### config.mk
export PLATFORM = sky130hd
export DESIGN_NAME = bcd_event_counter
export DESIGN_NICKNAME = d
export VERILOG_FILES = /design/src/rtl/bcd_event_counter.sv
export SDC_FILE = /design/constraint.sdc
export NUM_CORES = 1
export LEC_CHECK = 0
export BUFFER_PORTS_ARGS = -buffer_cell sky130_fd_sc_hd__buf_4
export CAP_MARGIN = 20
export CORE_ASPECT_RATIO = 1.75
export CORE_UTILIZATION = 50
export DETAILED_ROUTE_END_ITERATION = 10
export GPL_ROUTABILITY_DRIVEN = 0
export MAX_ROUTING_LAYER = met4
export PLACE_DENSITY = 0.71
export SLEW_MARGIN = 40
export SYNTH_ARGS = -nofsm -noshare
export SYNTH_HDL_FRONTEND = slang
export SYNTH_SLANG_ARGS = --single-unit
export TNS_END_PERCENT = 10
### constraint.sdc
create_clock -name clk -period 3.3 [get_ports clk]
set_input_delay 0.495 -clock clk [delete_from_list [all_inputs] [get_ports clk]]
set_output_delay 0.495 -clock clk [all_outputs]
set_load 0.02 [all_outputs]
### src/rtl/bcd_event_counter.sv
// bcd_event_counter
// Debounces raw up/down push buttons into single-cycle press events and steps
// a packed-BCD counter plus its binary mirror. Limits either wrap or saturate.
// Everything runs on one clock; reset is asynchronous and active-low.

module bcd_event_counter #(
  parameter int DIGITS          = 4,
  parameter int BIN_W           = 16,
  parameter int DEBOUNCE_CYCLES = 16384,
  parameter bit WRAP            = 1'b1
) (
  input  logic                clk,
  input  logic                reset,
  input  logic                btn_up,
  input  logic                btn_down,
  input  logic                clear,
  output logic [4*DIGITS-1:0] count_bcd,
  output logic [BIN_W-1:0]    count_bin,
  output logic                step_pulse,
  output logic                overflow,
  output logic                underflow
);

  // Debounce counter only has to reach DEBOUNCE_CYCLES-1.
  localparam int DCNT_W = (DEBOUNCE_CYCLES > 2) ? $clog2(DEBOUNCE_CYCLES) : 1;
  localparam logic [DCNT_W-1:0] DCNT_LAST = DCNT_W'(DEBOUNCE_CYCLES - 1);

  // Number of distinct counter values, 10^DIGITS.
  localparam longint unsigned RANGE = longint'(10) ** DIGITS;
  localparam logic [BIN_W-1:0]    MAX_BIN = BIN_W'(RANGE - 1);
  localparam logic [4*DIGITS-1:0] MAX_BCD = {DIGITS{4'h9}};

  // Reject parameter sets the counter cannot represent.
  if (DIGITS < 1 || DIGITS > 6) begin : g_bad_digits
    $error("bcd_event_counter: DIGITS must lie in 1..6");
  end
  if ((64'd1 << BIN_W) < RANGE) begin : g_bad_bin_w
    $error("bcd_event_counter: BIN_W too narrow for 10^DIGITS values");
  end
  if (DEBOUNCE_CYCLES < 2) begin : g_bad_debounce
    $error("bcd_event_counter: DEBOUNCE_CYCLES must be at least 2");
  end

  // Button channel index: bit 0 is the up button, bit 1 the down button.
  logic [1:0] btn_raw;
  assign btn_raw = {btn_down, btn_up};

  // Synchroniser, accepted level and registered rising-edge event per button.
  logic [1:0] sync1_q, sync1_d;
  logic [1:0] sync2_q, sync2_d;
  logic [1:0] db_q, db_d;
  logic [1:0] rise_q, rise_d;
  logic [DCNT_W-1:0] dcnt_q [2];
  logic [DCNT_W-1:0] dcnt_d [2];

  // Counter state and registered pulse outputs.
  logic [4*DIGITS-1:0] count_bcd_q, count_bcd_d;
  logic [BIN_W-1:0]    count_bin_q, count_bin_d;
  logic                step_pulse_q, step_pulse_d;
  logic                overflow_q, overflow_d;
  logic                underflow_q, underflow_d;

  // BCD neighbours of the current value and limit flags.
  logic [4*DIGITS-1:0] bcd_inc, bcd_dec;
  logic                up_evt, down_evt;
  logic                at_max, at_zero;

  // Two-flop synchroniser feeding each debouncer.
  always_comb begin
    sync1_d = btn_raw;
    sync2_d = sync1_q;
  end

  // Accept a new level only after DEBOUNCE_CYCLES consecutive differing samples;
  // a rising accepted level becomes a one-cycle event on the following cycle.
  always_comb begin
    db_d   = db_q;
    dcnt_d = dcnt_q;
    for (int b = 0; b < 2; b++) begin
      if (sync2_q[b] == db_q[b]) begin
        dcnt_d[b] = '0;
      end else if (dcnt_q[b] == DCNT_LAST) begin
        db_d[b]   = sync2_q[b];
        dcnt_d[b] = '0;
      end else begin
        dcnt_d[b] = dcnt_q[b] + DCNT_W'(1);
      end
    end
    rise_d = db_d & ~db_q;
  end

  assign up_evt   = rise_q[0];
  assign down_evt = rise_q[1];
  assign at_max   = (count_bin_q == MAX_BIN);
  assign at_zero  = (count_bin_q == '0);

  // BCD increment: digits at 9 roll to 0 and carry into the next digit.
  always_comb begin
    logic carry;
    carry   = 1'b1;
    bcd_inc = count_bcd_q;
    for (int i = 0; i < DIGITS; i++) begin
      if (carry) begin
        if (count_bcd_q[4*i +: 4] == 4'd9) begin
          bcd_inc[4*i +: 4] = 4'd0;
        end else begin
          bcd_inc[4*i +: 4] = count_bcd_q[4*i +: 4] + 4'd1;
          carry             = 1'b0;
        end
      end
    end
  end

  // BCD decrement: digits at 0 roll to 9 and borrow from the next digit.
  always_comb begin
    logic borrow;
    borrow  = 1'b1;
    bcd_dec = count_bcd_q;
    for (int i = 0; i < DIGITS; i++) begin
      if (borrow) begin
        if (count_bcd_q[4*i +: 4] == 4'd0) begin
          bcd_dec[4*i +: 4] = 4'd9;
        end else begin
          bcd_dec[4*i +: 4] = count_bcd_q[4*i +: 4] - 4'd1;
          borrow            = 1'b0;
        end
      end
    end
  end

  // Next count and pulses: clear beats everything, opposing events cancel,
  // then a lone up or down event steps, wraps or saturates.
  always_comb begin
    count_bcd_d  = count_bcd_q;
    count_bin_d  = count_bin_q;
    step_pulse_d = 1'b0;
    overflow_d   = 1'b0;
    underflow_d  = 1'b0;
    if (clear) begin
      count_bcd_d = '0;
      count_bin_d = '0;
    end else if (up_evt && !down_evt) begin
      if (at_max) begin
        overflow_d = 1'b1;
        if (WRAP) begin
          count_bcd_d  = '0;
          count_bin_d  = '0;
          step_pulse_d = 1'b1;
        end
      end else begin
        count_bcd_d  = bcd_inc;
        count_bin_d  = count_bin_q + BIN_W'(1);
        step_pulse_d = 1'b1;
      end
    end else if (down_evt && !up_evt) begin
      if (at_zero) begin
        underflow_d = 1'b1;
        if (WRAP) begin
          count_bcd_d  = MAX_BCD;
          count_bin_d  = MAX_BIN;
          step_pulse_d = 1'b1;
        end
      end else begin
        count_bcd_d  = bcd_dec;
        count_bin_d  = count_bin_q - BIN_W'(1);
        step_pulse_d = 1'b1;
      end
    end
  end

  // All state registers; reset clears every stage without waiting for a clock.
  always_ff @(posedge clk or negedge reset) begin
    if (!reset) begin
      sync1_q      <= '0;
      sync2_q      <= '0;
      db_q         <= '0;
      rise_q       <= '0;
      dcnt_q[0]    <= '0;
      dcnt_q[1]    <= '0;
      count_bcd_q  <= '0;
      count_bin_q  <= '0;
      step_pulse_q <= 1'b0;
      overflow_q   <= 1'b0;
      underflow_q  <= 1'b0;
    end else begin
      sync1_q      <= sync1_d;
      sync2_q      <= sync2_d;
      db_q         <= db_d;
      rise_q       <= rise_d;
      dcnt_q[0]    <= dcnt_d[0];
      dcnt_q[1]    <= dcnt_d[1];
      count_bcd_q  <= count_bcd_d;
      count_bin_q  <= count_bin_d;
      step_pulse_q <= step_pulse_d;
      overflow_q   <= overflow_d;
      underflow_q  <= underflow_d;
    end
  end

  assign count_bcd  = count_bcd_q;
  assign count_bin  = count_bin_q;
  assign step_pulse = step_pulse_q;
  assign overflow   = overflow_q;
  assign underflow  = underflow_q;

endmodule

==> impl_summary.md, run 1 <==
STA
For this run, the top clock speed supported by timing is 0.378 GHz. The period utilization is 80.1%. Setup repair after global routing left no endpoint under its margin. On the final layout, the worst clock skew is 8.83 ps. Headroom to the max-slew limit came out at 49.7%. The total count of max-transition violations in the final report is 0. The slew at the pin with the worst max-slew slack is 754 ps.

The final number of setup-violating endpoints is 0. The final number of hold-violating endpoints is 0. In the final timing run, aggregate negative setup slack is 0 ps.

The final critical-path required period is 2640 ps.

Clock network
The clock drives 71 sinks. After clock tree synthesis, the clock-pin slew on the worst setup and hold paths is 60 ps. The total clock buffers created by CTS is 9.

The cell chosen for the clock root is sky130_fd_sc_hd__clkbuf_16. TritonCTS built the clock tree. The clock latency at the later pin of the worst-skew pair is 340 ps. The H-tree was split into 3 levels. Post-CTS repair changed the size of 0 cells. The cts-stage hold buffer count is 0. In this run the post-CTS setup repair buffer count came out at 0. The buffer levels on the longest clock path is 2.

Detailed routing
The detailed-route vias per instance is 5.97. For this run, the detailed router's first-pass iteration total came to 5. The violation count after the first detailed-route iteration is 226.

After detailed routing, the number of remaining DRC violations is 0. The total detailed-routing wirelength is 10900 um. The remaining antenna violation count after routing is 0. The average detailed-routed wire length per instance is 16.5 um. Summing over every cut layer, the via total after detailed routing is 3946.

Cells and area
The final net count is 562. The share of final-layout standard cells stronger than drive strength 1 is 14.2%. Compared with the post-synthesis result, the final layout area differs by 15.4%. The count of cells in the finished layout, fillers not included, comes to 661. The post-route cell area is 5150 um2. The number of antenna diodes in the final layout is 0.

Placed design
Input and output buffers added on the ports amount to 39. After detailed placement, the total cell area comes to 4820 um2. The cell count after placement is 645. Once detailed placement completed, the half-perimeter wirelength came to 7810 um.

Logic synthesis
During synthesis, Yosys emitted a total of 0 warnings. The register area share after synthesis is 39.8%. By area the synthesized netlist is led by sky130_fd_sc_hd__dfrtp_1 (40%), sky130_fd_sc_hd__nor2_1 (5.9%), sky130_fd_sc_hd__ha_1 (5.1%). The share of flip-flops with an asynchronous set or reset after synthesis is 100%. The number of nets in the synthesized netlist is 534.

The unique cell type count in the Yosys netlist is 64. The total standard cell area after synthesis is 4460 um2. For this run, the leading register cell type out of synthesis is sky130_fd_sc_hd__dfrtp_1.

The synthesis-stage register bit count is 71. The mean post-synth cell area is 8.73 um2. Yosys mapped a number of flops with a built-in enable equal to 0.

The cell taking the most area after synthesis is sky130_fd_sc_hd__dfrtp_1. Synthesis produced 511 cells. After synthesis, the largest area contributor takes up 39.8% of total cell area.

Flow run
Max-cap violations in this run came to 0.

Status
The run finished with clean final reports.

Setup path
The category of the critical setup timing path is flop to flop. The buffers plus inverters on the worst setup path is 1. Traced cell by cell, the critical path runs through inv_1, ha_1, or3b_1, nor4_1, a21boi_0, a32o_1, mux2_1.

The kind of start point of the critical path is a flop. Data on the critical path is required at its endpoint by 3520 ps. The family of cells with the greatest summed delay on the critical path is simple AND/OR/NAND/NOR gates. The endpoint kind of the worst setup timing path is a flop. For this design, the slowest cell found on the critical path is sky130_fd_sc_hd__or3b_1.

The data arrival time of the critical path is 2860 ps. For this run, the slowest stage of the critical path takes 460 ps. Along the worst path, the maximum fanout reaches 7.

Pwr
VDD sags by at most 0.379 mV. Summed over all cells, the static leakage comes to 2.35 nW. Dividing total power by cell area gives a power density of 474 nW/um2.

Die
The die is 127 um tall. The starting utilization of the core area is 51.4%. The boundary pin count is 40. The die covers 9320 um2. After floorplanning, the core was divided into 45 placement rows. From left edge to right edge, the die measures 73.4 um. The total area inside the core boundary comes to 8670 um2.

Global routing
The largest net degree at the start of global routing is 72. The total congestion overflow is 0. The first-pass GRT wire length is 17700 um. The via count of the first global-routing pass is 3767. The number of antenna violations at the first check in global routing is 0. The global-route usage over all layers is 25.7%.

Worst hold path
In this run the worst hold path is classified as input port to asynchronous set/reset pin.
[report_power, final]
group	switching (mW)	internal (mW)	total, mW
clock	0.388	0.664	1.05
sequential	0.0668	0.905	0.972
combinational	0.254	0.164	0.418
total	0.709	1.73	2.44
[state kept, by name, indices dropped and copies added, names as in the netlist]
| signal | count |
|---|---|
| count_bcd | 16 |
| count_bin | 16 |
| db_q | 2 |
| dcnt_q | 28 |
| overflow | 1 |
| rise_q | 2 |
| step_pulse | 1 |
| sync1_q | 2 |
| sync2_q | 2 |
| underflow | 1 |
[cells in the mapped netlist, drive strengths merged, types with 10 or more instances]
cell type / count
nor3: 14
xor2: 25
nor2: 70
nand3: 25
ha: 18
xnor2: 12
dfrtp: 71
clkbuf: 18
a21oi: 22
nand2: 48
inv: 21
a31oi: 10
nand4: 12
o21ai: 31
[cell type report]
type / instances / area [um2]
timing repair buffer: 43 / 327
tap: 117 / 146
multi-input combinational: 393 / 2500
fill: 817 / 3520
sequential: 71 / 1780
clock inverter: 7 / 96.3
clock buffer: 9 / 225
inverter: 21 / 78.8
[layout by cell type, fill, tap and decap left out, drive strengths merged, types with 12 or more instances in the layout]
cell type	instances
ha	18
o21ai	31
nand3	25
xor2	25
dfrtp	71
a21oi	22
buf	43
nor2	70
xnor2	12
nand4	12
nor3	14
inv	22
nand2	48
[through the flow]
step / hold slack [ps] / setup WS (ps) / total power, mW / utilization [%]
finish: 153 / 656 / 2.44 / 59.4
global route: 211 / 487 / 2.54 / 59.4
CTS: 194 / 667 / 2.45 / 59.4
detailed placement: 335 / 679 / 1.40 / 55.6
global placement: 339 / 788 / 1.39 / 55.6
floorplan: 199 / 960 / 1.26 / -
[cells by family (layout without fill, tap and decap cells)]
group | count (synthesis) | after routing | synth area share [%]
xor gates and xnor gates | 37 | 37 | 7.27
muxes | 9 | 9 | 2.10
and+or+nand+nor | 220 | 220 | 24.8
adders and majority gates | 18 | 18 | 5.05
DFF | 71 | 71 | 39.8
buffers and inverters | 47 | 80 | 4.24
AOI/OAI and AO/OA | 109 | 109 | 16.7
[routing by layer]
layer | track usage, % | routed length (um) | vias up
li1 | - | - | 1883
met1 | 26.8 | 4230 | 1924
met4 | 15.8 | 480 | 0
met2 | 44.0 | 5810 | 106
met5 | - | 0 | -
met3 | 4.37 | 374 | 33
[worst paths after layout]
check	endpoint	startpoint	slack, ps	depth (start not counted)
setup / recovery	count_bcd[13]	count_bcd[0]	660	7
hold / removal	count_bcd[3]	reset	150	1
setup reg to reg	count_bcd[13]	count_bcd[0]	660	7
hold reg to reg	sync2_q[1]	sync1_q[1]	350	0
max in group asynchronous	count_bcd[8]	reset	2690	1
min in group clk	sync1_q[1]	btn_down	260	1
No activity file was read; power rests on OpenSTA's default activity.
==> run 2, diff against run 1 <==
- ABC_AREA: not set -> 1
- PLACE_DENSITY: 0.71 -> 0.73
- clock period: 3.3 -> 2.4 ns (I/O delays scaled with it)
==> run 2 against run 1 <==
Effect of this change:
- the run now ends with hold timing left
- non-clock buffer count is 1 higher
- maximum frequency up 26%
- global-route usage is 1.4 points higher
- register-to-register slack got worse by 350 ps
- critical path depth rose by 2
- combinational power grew to 7.6 times the previous value
- die area is 16% higher
- largest power group is now combinational logic
==> impl_summary.md, run 2 <==
Die
The initialized floorplan defines 48 standard-cell rows. From left edge to right edge, the die measures 79.0 um. The starting utilization of the core area is 52.0%. The boundary pin count is 40. The area enclosed by the die boundary is 10800 um2. The area of the core is 9970 um2.

The die is 137 um tall.

Pwr
The peak supply drop is 0.516 mV. The total power divided by cell area is 1130 nW/um2. In this run the static leakage power is 2.87 nW.

Clock network
The sink count of the clock tree is 71. The clock tree from TritonCTS is done. The count of cells resized by post-cts repair is 0. The number of buffers added for setup after CTS is 0. The cell chosen for the clock root is sky130_fd_sc_hd__clkbuf_16. The clock transition at the register clock pins on the worst setup and hold paths after CTS is 60 ps. The total clock buffers created by CTS is 9. The buffer levels on the longest clock path is 2.

CTS built an H-tree with a depth of 3. The number of hold buffers added after CTS was 0. At the later pin of the worst-skew pair, clock insertion delay measures 340 ps.

STA
The total count of max-transition violations in the final report came to 0. The period utilization is 87.3%. At the pin with the least slew margin, the transition time is 542 ps. The final-layout worst hold slack is -0.899 ps.

The final critical-path required period is 2100 ps. Measured against its own limit, the worst slew margin works out to 63.9%. Clock skew on the completed layout was measured at 8.84 ps. Setup repair after global routing left no endpoint under its margin. Setup violations remaining at the end of the flow were counted as 0. Setup total negative slack on the finished layout was measured at 0 ps. The final number of hold-violating endpoints is 3. Derived from the worst setup path, the maximum achievable clock frequency is 0.477 GHz.

Setup path
The capture point of the worst reg-to-reg path is count_bcd[7]. The worst setup path is of the flop to flop kind. The depth of the worst register-to-register path is 9. Of all nets on the critical path, the largest fanout is 21.

Across all register-to-register paths, the minimum setup slack is 300 ps. The startpoint identified for the worst register-to-register timing path is count_bin[0]. The largest single stage delay on the critical path is 440 ps. The required time of the worst setup path is 2620 ps.

The kind of start point of the critical path is a flop. Traced cell by cell, the critical path runs through inv_1, ha_1, nand2_4, nor2_2, nand2_2, nand3_1, nand3_2, nand2_1, o21ai_1. The data arrival time of the critical path is 2320 ps.

The slowest library cell on the worst path is sky130_fd_sc_hd__dfrtp_1. STA classifies the critical path endpoint as a flop.

Status
The final reports fail on hold timing. The run finished, with violations left.

Detailed routing
The violation count after the first detailed-route iteration is 301. The final route contains 5030 vias. The number of detailed-routing iterations run before antenna repair is 4. In the final routed layout, each cell accounts on average for 14.7 um. In the routed layout, each cell is associated on average with a via count of 5.52. The total detailed-routing wirelength is 13400 um. The count of nets left with antenna violations once routing finished came out at 0. For this run, design rule violations remaining after detail routing come to 0.

Global routing
The met3 layer usage reported by global route is 3.47%. For this run, global-route usage on met2 was measured as 50.6%. The via count of the first global-routing pass is 4925. The most heavily used metal layer in global routing is met2. For this run the aggregate overflow at the end of global routing stands at 0.

Entering global routing, the biggest net connects 42 pins. The first-pass GRT wire length is 22200 um. The global-route usage over all layers is 27.1%.

The number of antenna violations at the first check in global routing is 0. The met1 demand-to-capacity share in global routing is 26.4%.

Logic synthesis
After synthesis, the largest area contributor takes up 34.3% of total cell area. By count the netlist is led by sky130_fd_sc_hd__nand2_1 (225), sky130_fd_sc_hd__nor2_1 (88), sky130_fd_sc_hd__nand3_1 (75). Counting distinct cell types in the post-synthesis netlist gives 43. The cell taking the most area after synthesis is sky130_fd_sc_hd__dfrtp_1. After synthesis, the share of flip-flops with an asynchronous set or reset is 100%.

The average instance in the mapped netlist occupies 6.90 um2. Yosys printed 0 warnings. For this run, the leading register cell type out of synthesis is sky130_fd_sc_hd__dfrtp_1. Among all cell types in the netlist, the one instantiated most often is sky130_fd_sc_hd__nand2_1. The synthesis-stage register bit count is 71. The number of nets in the synthesized netlist is 774. Summing every instance area after synthesis gives 5180 um2. Yosys mapped a number of flops with a built-in enable equal to 0. In the post-synthesis netlist, the biggest area contributors are sky130_fd_sc_hd__dfrtp_1 (34%), sky130_fd_sc_hd__nand2_1 (16%), sky130_fd_sc_hd__nand3_1 (7.2%). The share of the Yosys chip area taken by registers is 34.3%.

Counting every instance in the synthesized netlist gives 751.

Cells and area
The register with the most flip-flops in the layout has 28 of them. The post-route non-filler standard cell count is 912. In the layout the commonest cells are sky130_fd_sc_hd__nand2_1 (225), sky130_fd_sc_hd__nor2_1 (88), sky130_fd_sc_hd__nand3_1 (75).

The count of fill cells added during filler insertion is 942. The share of final-layout standard cells stronger than drive strength 1 is 13.2%. In the final layout, flip-flops and latches occupy 1780 um2. Relative to the synthesized area, the layout overhead comes to 12.7%.

The antenna cell count is 0. dcnt_q holds more flip-flops than any other register. The library cell used most frequently in the layout, excluding fill and tap cells, is sky130_fd_sc_hd__nand2_1. The final net count is 805. The combined area of the multi-input logic cells is 2960 um2.

Placed design
The number of buffer cells added on primary ports is 39. The HPWL after detailed placement is 10000 um. After detailed placement, the design holds a cell count of 896.

Flow run
The count of maximum capacitance violations is 0.

Worst hold path
In this run the worst hold path is classified as input port to asynchronous set/reset pin.
==> run 2: worst max path at each step <==
stage / start / endpoint / cells past startpoint
global route: count_bin[0] / count_bcd[7] / 9
detailed placement: count_bin[0] / count_bcd[7] / 9
floorplan: count_bin[0] / count_bcd[15] / 11
global placement: rise_q[0] / count_bcd[11] / 8
CTS: count_bin[0] / count_bcd[5] / 9
finish: count_bin[0] / count_bcd[7] / 9
==> run 2: layout make-up <==
type | instances | share of cell area [%]
inverters | 78 | 5.10
multi-input cells | 578 | 50.6
clock buffers | 13 | 4.45
repair buffers | 44 | 5.65
well taps | 125 | 2.68
clock inverters | 3 | 1.11
flip-flops and latches | 71 | 30.4
==> run 2: per-stage QoR <==
step                util (%)  setup slack, ps  total power, mW  hold slack (ps)  cell area (um2)
floorplan                  -              664             4.26             64.4             5180
global placement        55.3              440             5.07              333             5520
detailed placement      55.3              335             5.14              339             5520
CTS                     58.6              326             6.62             12.1             5840
global route            58.6              155             7.14             45.3             5840
finish                  58.6              304             6.62           -0.899             5840
==> run 2: cells by family after synthesis <==
logic type / after synthesis / share of synthesized area, %
xor+xnor: 22 / 3.72
fa+ha+maj: 18 / 4.35
flops: 71 / 34.3
simple gates: 465 / 41.3
compound gates: 73 / 7.70
buf+inv: 102 / 8.67
==> run 2: critical path, delay by kind of cell (launching register included) <==
| kind | cells | cell delay (ps) |
|---|---|---|
| AND/OR/NAND/NOR | 6 | 970 |
| flip-flops | 1 | 440 |
| buffers and inverters | 1 | 210 |
| adder cells (fa/ha/maj) | 1 | 300 |
| AO/OA/AOI/OAI | 1 | 60 |
==> run 2: power by group <==
| group | switching, mW | total [mW] | internal [mW] |
|---|---|---|---|
| Clock | 0.487 | 1.45 | 0.965 |
| Combinational | 2.01 | 3.19 | 1.18 |
| Sequential | 0.561 | 1.98 | 1.42 |
==> run 2: metal layers <==
metal	wire length (um)	part of all wire, %	vias to the layer above
li1	-	-	2467
met1	4860	36	2363
met2	7400	55	148
met3	535	4.0	52
met4	607	4.5	0
met5	0	0	-
==> run 3, diff against run 2 <==
- CORE_UTILIZATION: 50 -> 40
- PLACE_DENSITY: 0.73 -> 0.61
==> run 3 against run 2 <==
Effect of this change:
- the flow still finishes with violations (hold timing)
- wire length up 1.8%
- die area is 24% higher
- sequential cell count did not move
- total power decreased by 2.0%
- final cell count grew 4.6%
- clock power fell by 8%
- sequential share of layout area down 0.097 points
- final area increased by 0.32%
==> impl_summary.md, run 3 (same netlist as run 2, synthesis figures left out) <==
Die
During I/O placement, the number of pins put on the boundary was 40. The starting utilization of the core area is 41.2%. The floorplan has 54 rows. The area of the core is 12600 um2. Measured along the x axis, the die boundary spans 88.0 um. The vertical extent of the die is 153 um. The area enclosed by the die boundary is 13400 um2.

Placed design
The count of buffers added on input and output ports is 39. Detailed placement finished with a half-perimeter wire length of 10300 um.

Cells and area
The final net count is 805. From synthesis to final layout, the design area changed by 13.1%. The share of final-layout standard cells stronger than drive strength 1 is 13.1%.

The register with the most flip-flops in the layout has 28 of them. Counting flops per register, the top entry is dcnt_q. The antenna cell count is 0. Leaving out fill and tap cells, the most frequent cells in the layout are sky130_fd_sc_hd__nand2_1 (225), sky130_fd_sc_hd__nor2_1 (88), sky130_fd_sc_hd__nand3_1 (75). The library cell used most frequently in the layout, excluding fill and tap cells, is sky130_fd_sc_hd__nand2_1. For this run, the share of the core covered by cells in the final layout is 46.6%.

Detailed routing
Dividing the detail-routed wire length by the instance count gives 14.3 um. The total number of vias is 4966. The total detailed-routing wirelength is 13700 um. The count of unresolved DRC violations after routing is 0. In this run the remaining antenna-violating nets after routing total 0. The first TritonRoute pass finished after 5 iterations.

The detailed-route vias per instance is 5.21. The violation count after the first detailed-route iteration is 211.

Global routing
The total overflow left after global routing is 0. Entering global routing, the biggest net connects 39 pins. The met3 layer usage reported by global route is 3.52%. The via count of the first global-routing pass was 4920. The met2 global-route usage is 38.8%. The global-route usage over all layers is 22.3%. The first global-routing pass estimated 22700 um of wire. The number of antenna violations at the first check in global routing was 0.

The met1 demand-to-capacity share in global routing is 23.2%. The most heavily used metal layer in global routing is met2.

Setup path
The worst setup path is launched from a flop. In this run the number of cells on the critical path is 9. The launching element of the worst setup path is count_bin[0]. The category of the critical setup timing path is flop to flop. The setup slack of the most critical reg-to-reg path is 390 ps. Along the worst path, the maximum fanout reaches 21.

The capture point of the critical path is count_bcd[5]. The buffers plus inverters on the worst setup path is 1. STA puts the critical path data arrival time at 2230 ps. The critical path goes through inv_1, ha_1, nand2_4, nor2_2, nand2_2, nand3_1, nand3_2, nand2_1, o21ai_1. The startpoint of the most critical register-to-register path is count_bin[0]. STA puts the critical path data required time at 2620 ps. The depth of the worst register-to-register path is 9.

The slowest library cell on the worst path is sky130_fd_sc_hd__dfrtp_1. The family of cells with the greatest summed delay on the critical path is simple AND/OR/NAND/NOR gates. In this run the critical register-to-register path is captured at count_bcd[5]. The worst setup path is captured at a flop. For this run, the slowest stage of the critical path takes 430 ps.

STA
The final-layout worst hold slack is -23.7 ps. The period utilization is 83.9%. The worst relative slew slack is 62.4%. The highest achievable clock rate is 0.497 GHz. After layout, the minimum clock period comes to 2010 ps. The final number of setup-violating endpoints is 0. The slew at the pin with the worst max-slew slack is 562 ps.

The clock tree skew after final layout is 8.45 ps. The summed negative setup slack over all endpoints is 0 ps. Setup repair after global routing left no endpoint under its margin. The total count of max-transition violations in the final report was 0. The final number of hold-violating endpoints is 5.

Pwr
Power spread over the standard cell area amounts to 1110 nW/um2. Cell internal power was estimated by the tool at 3.43 mW. For this design the total switching power over the nets is 3.07 mW. In this run, the clock network consumes 20.6% of the power. The proportion of power drawn by flip-flops and latches is 30.5%. The peak supply drop is 0.443 mV. The power share of the combinational group is 48.9%. The total power is 6.49 mW. The switching share of total power is 47.2%. For this design the static power due to leakage is 2.85 nW.

Status
The final reports fail on hold timing. The flow ran to the end, but the final reports show violations.

Clock network
Counting the buffers created by CTS gives 9. In this run the post-CTS setup repair buffer count came out at 0. The later pin in the worst-skew pair is clocked with a latency of 340 ps.

The sink count of the clock tree is 71. The buffer levels on the longest clock path is 2. The H-tree was split into 3 levels. The clock transition at the register clock pins on the worst setup and hold paths after CTS is 60 ps. The count of cells resized by post-cts repair is 0. The clock tree from TritonCTS is done. The cts-stage hold buffer count is 0. The cell chosen for the clock root is sky130_fd_sc_hd__clkbuf_16.

Worst hold path
The tightest min-delay check is of the input port to asynchronous set/reset pin type.

Flow run
Across the run, the number of max-cap violations was 0.
==> run 3: cell count changes in the layout (fill, tap and decap cells not counted) <==
cell                        delta
sky130_fd_sc_hd__clkinv_4      +1
sky130_fd_sc_hd__clkbuf_8      -1
sky130_fd_sc_hd__bufinv_16     -1
==> run 3: final cells by class <==
cell class | count | area (um2)
inverter | 78 | 298
tap | 168 | 210
clock inverter | 3 | 43.8
timing repair buffer | 44 | 330
fill | 1310 | 6710
clock buffer | 12 | 246
sequential | 71 | 1780
multi-input combinational | 578 | 2960
==> run 3: how the worst min path moves through the flow <==
stage | slack [ps] | endpoint | cells past startpoint | from
2_1_floorplan | 60 | count_bcd[0] | 0 | reset
3_3_place_gp | 330 | sync2_q[0] | 0 | sync1_q[0]
3_5_place_dp | 340 | sync2_q[0] | 0 | sync1_q[0]
4_1_cts | 6 | count_bin[6] | 1 | reset
5_1_grt | 20 | count_bin[6] | 1 | reset
6_report | -20 | count_bin[6] | 1 | reset
==> run 3: layer usage <==
layer,part of all wire (%),routed length (um),vias up
met2,54,7390,110
met5,0,0,-
met3,3.1,428,40
met4,4.3,592,0
li1,-,-,2473
met1,38,5250,2343
==> run 3: power groups by stage <==
| stage | Clock [mW] | Combinational [mW] | Sequential, mW |
|---|---|---|---|
| finish | 1.33 | 3.17 | 1.98 |
| global route | 1.42 | 3.58 | 2.03 |
| CTS | 1.37 | 3.18 | 1.97 |
| detailed placement | 0 | 3.16 | 1.99 |
| global placement | 0 | 3.13 | 1.98 |
| floorplan | 0 | 2.29 | 1.97 |
==> run 3: per-stage QoR <==
stage | setup slack (ps) | instances | hold WS, ps | cell area [um2]
after floorplan | 664 | 751 | 64.4 | 5180
after global placement | 440 | 939 | 334 | 5570
after detailed placement | 369 | 939 | 337 | 5570
after CTS | 384 | 954 | 6.32 | 5860
after global routing | 221 | 954 | 19.1 | 5860
final | 387 | 954 | -23.7 | 5860
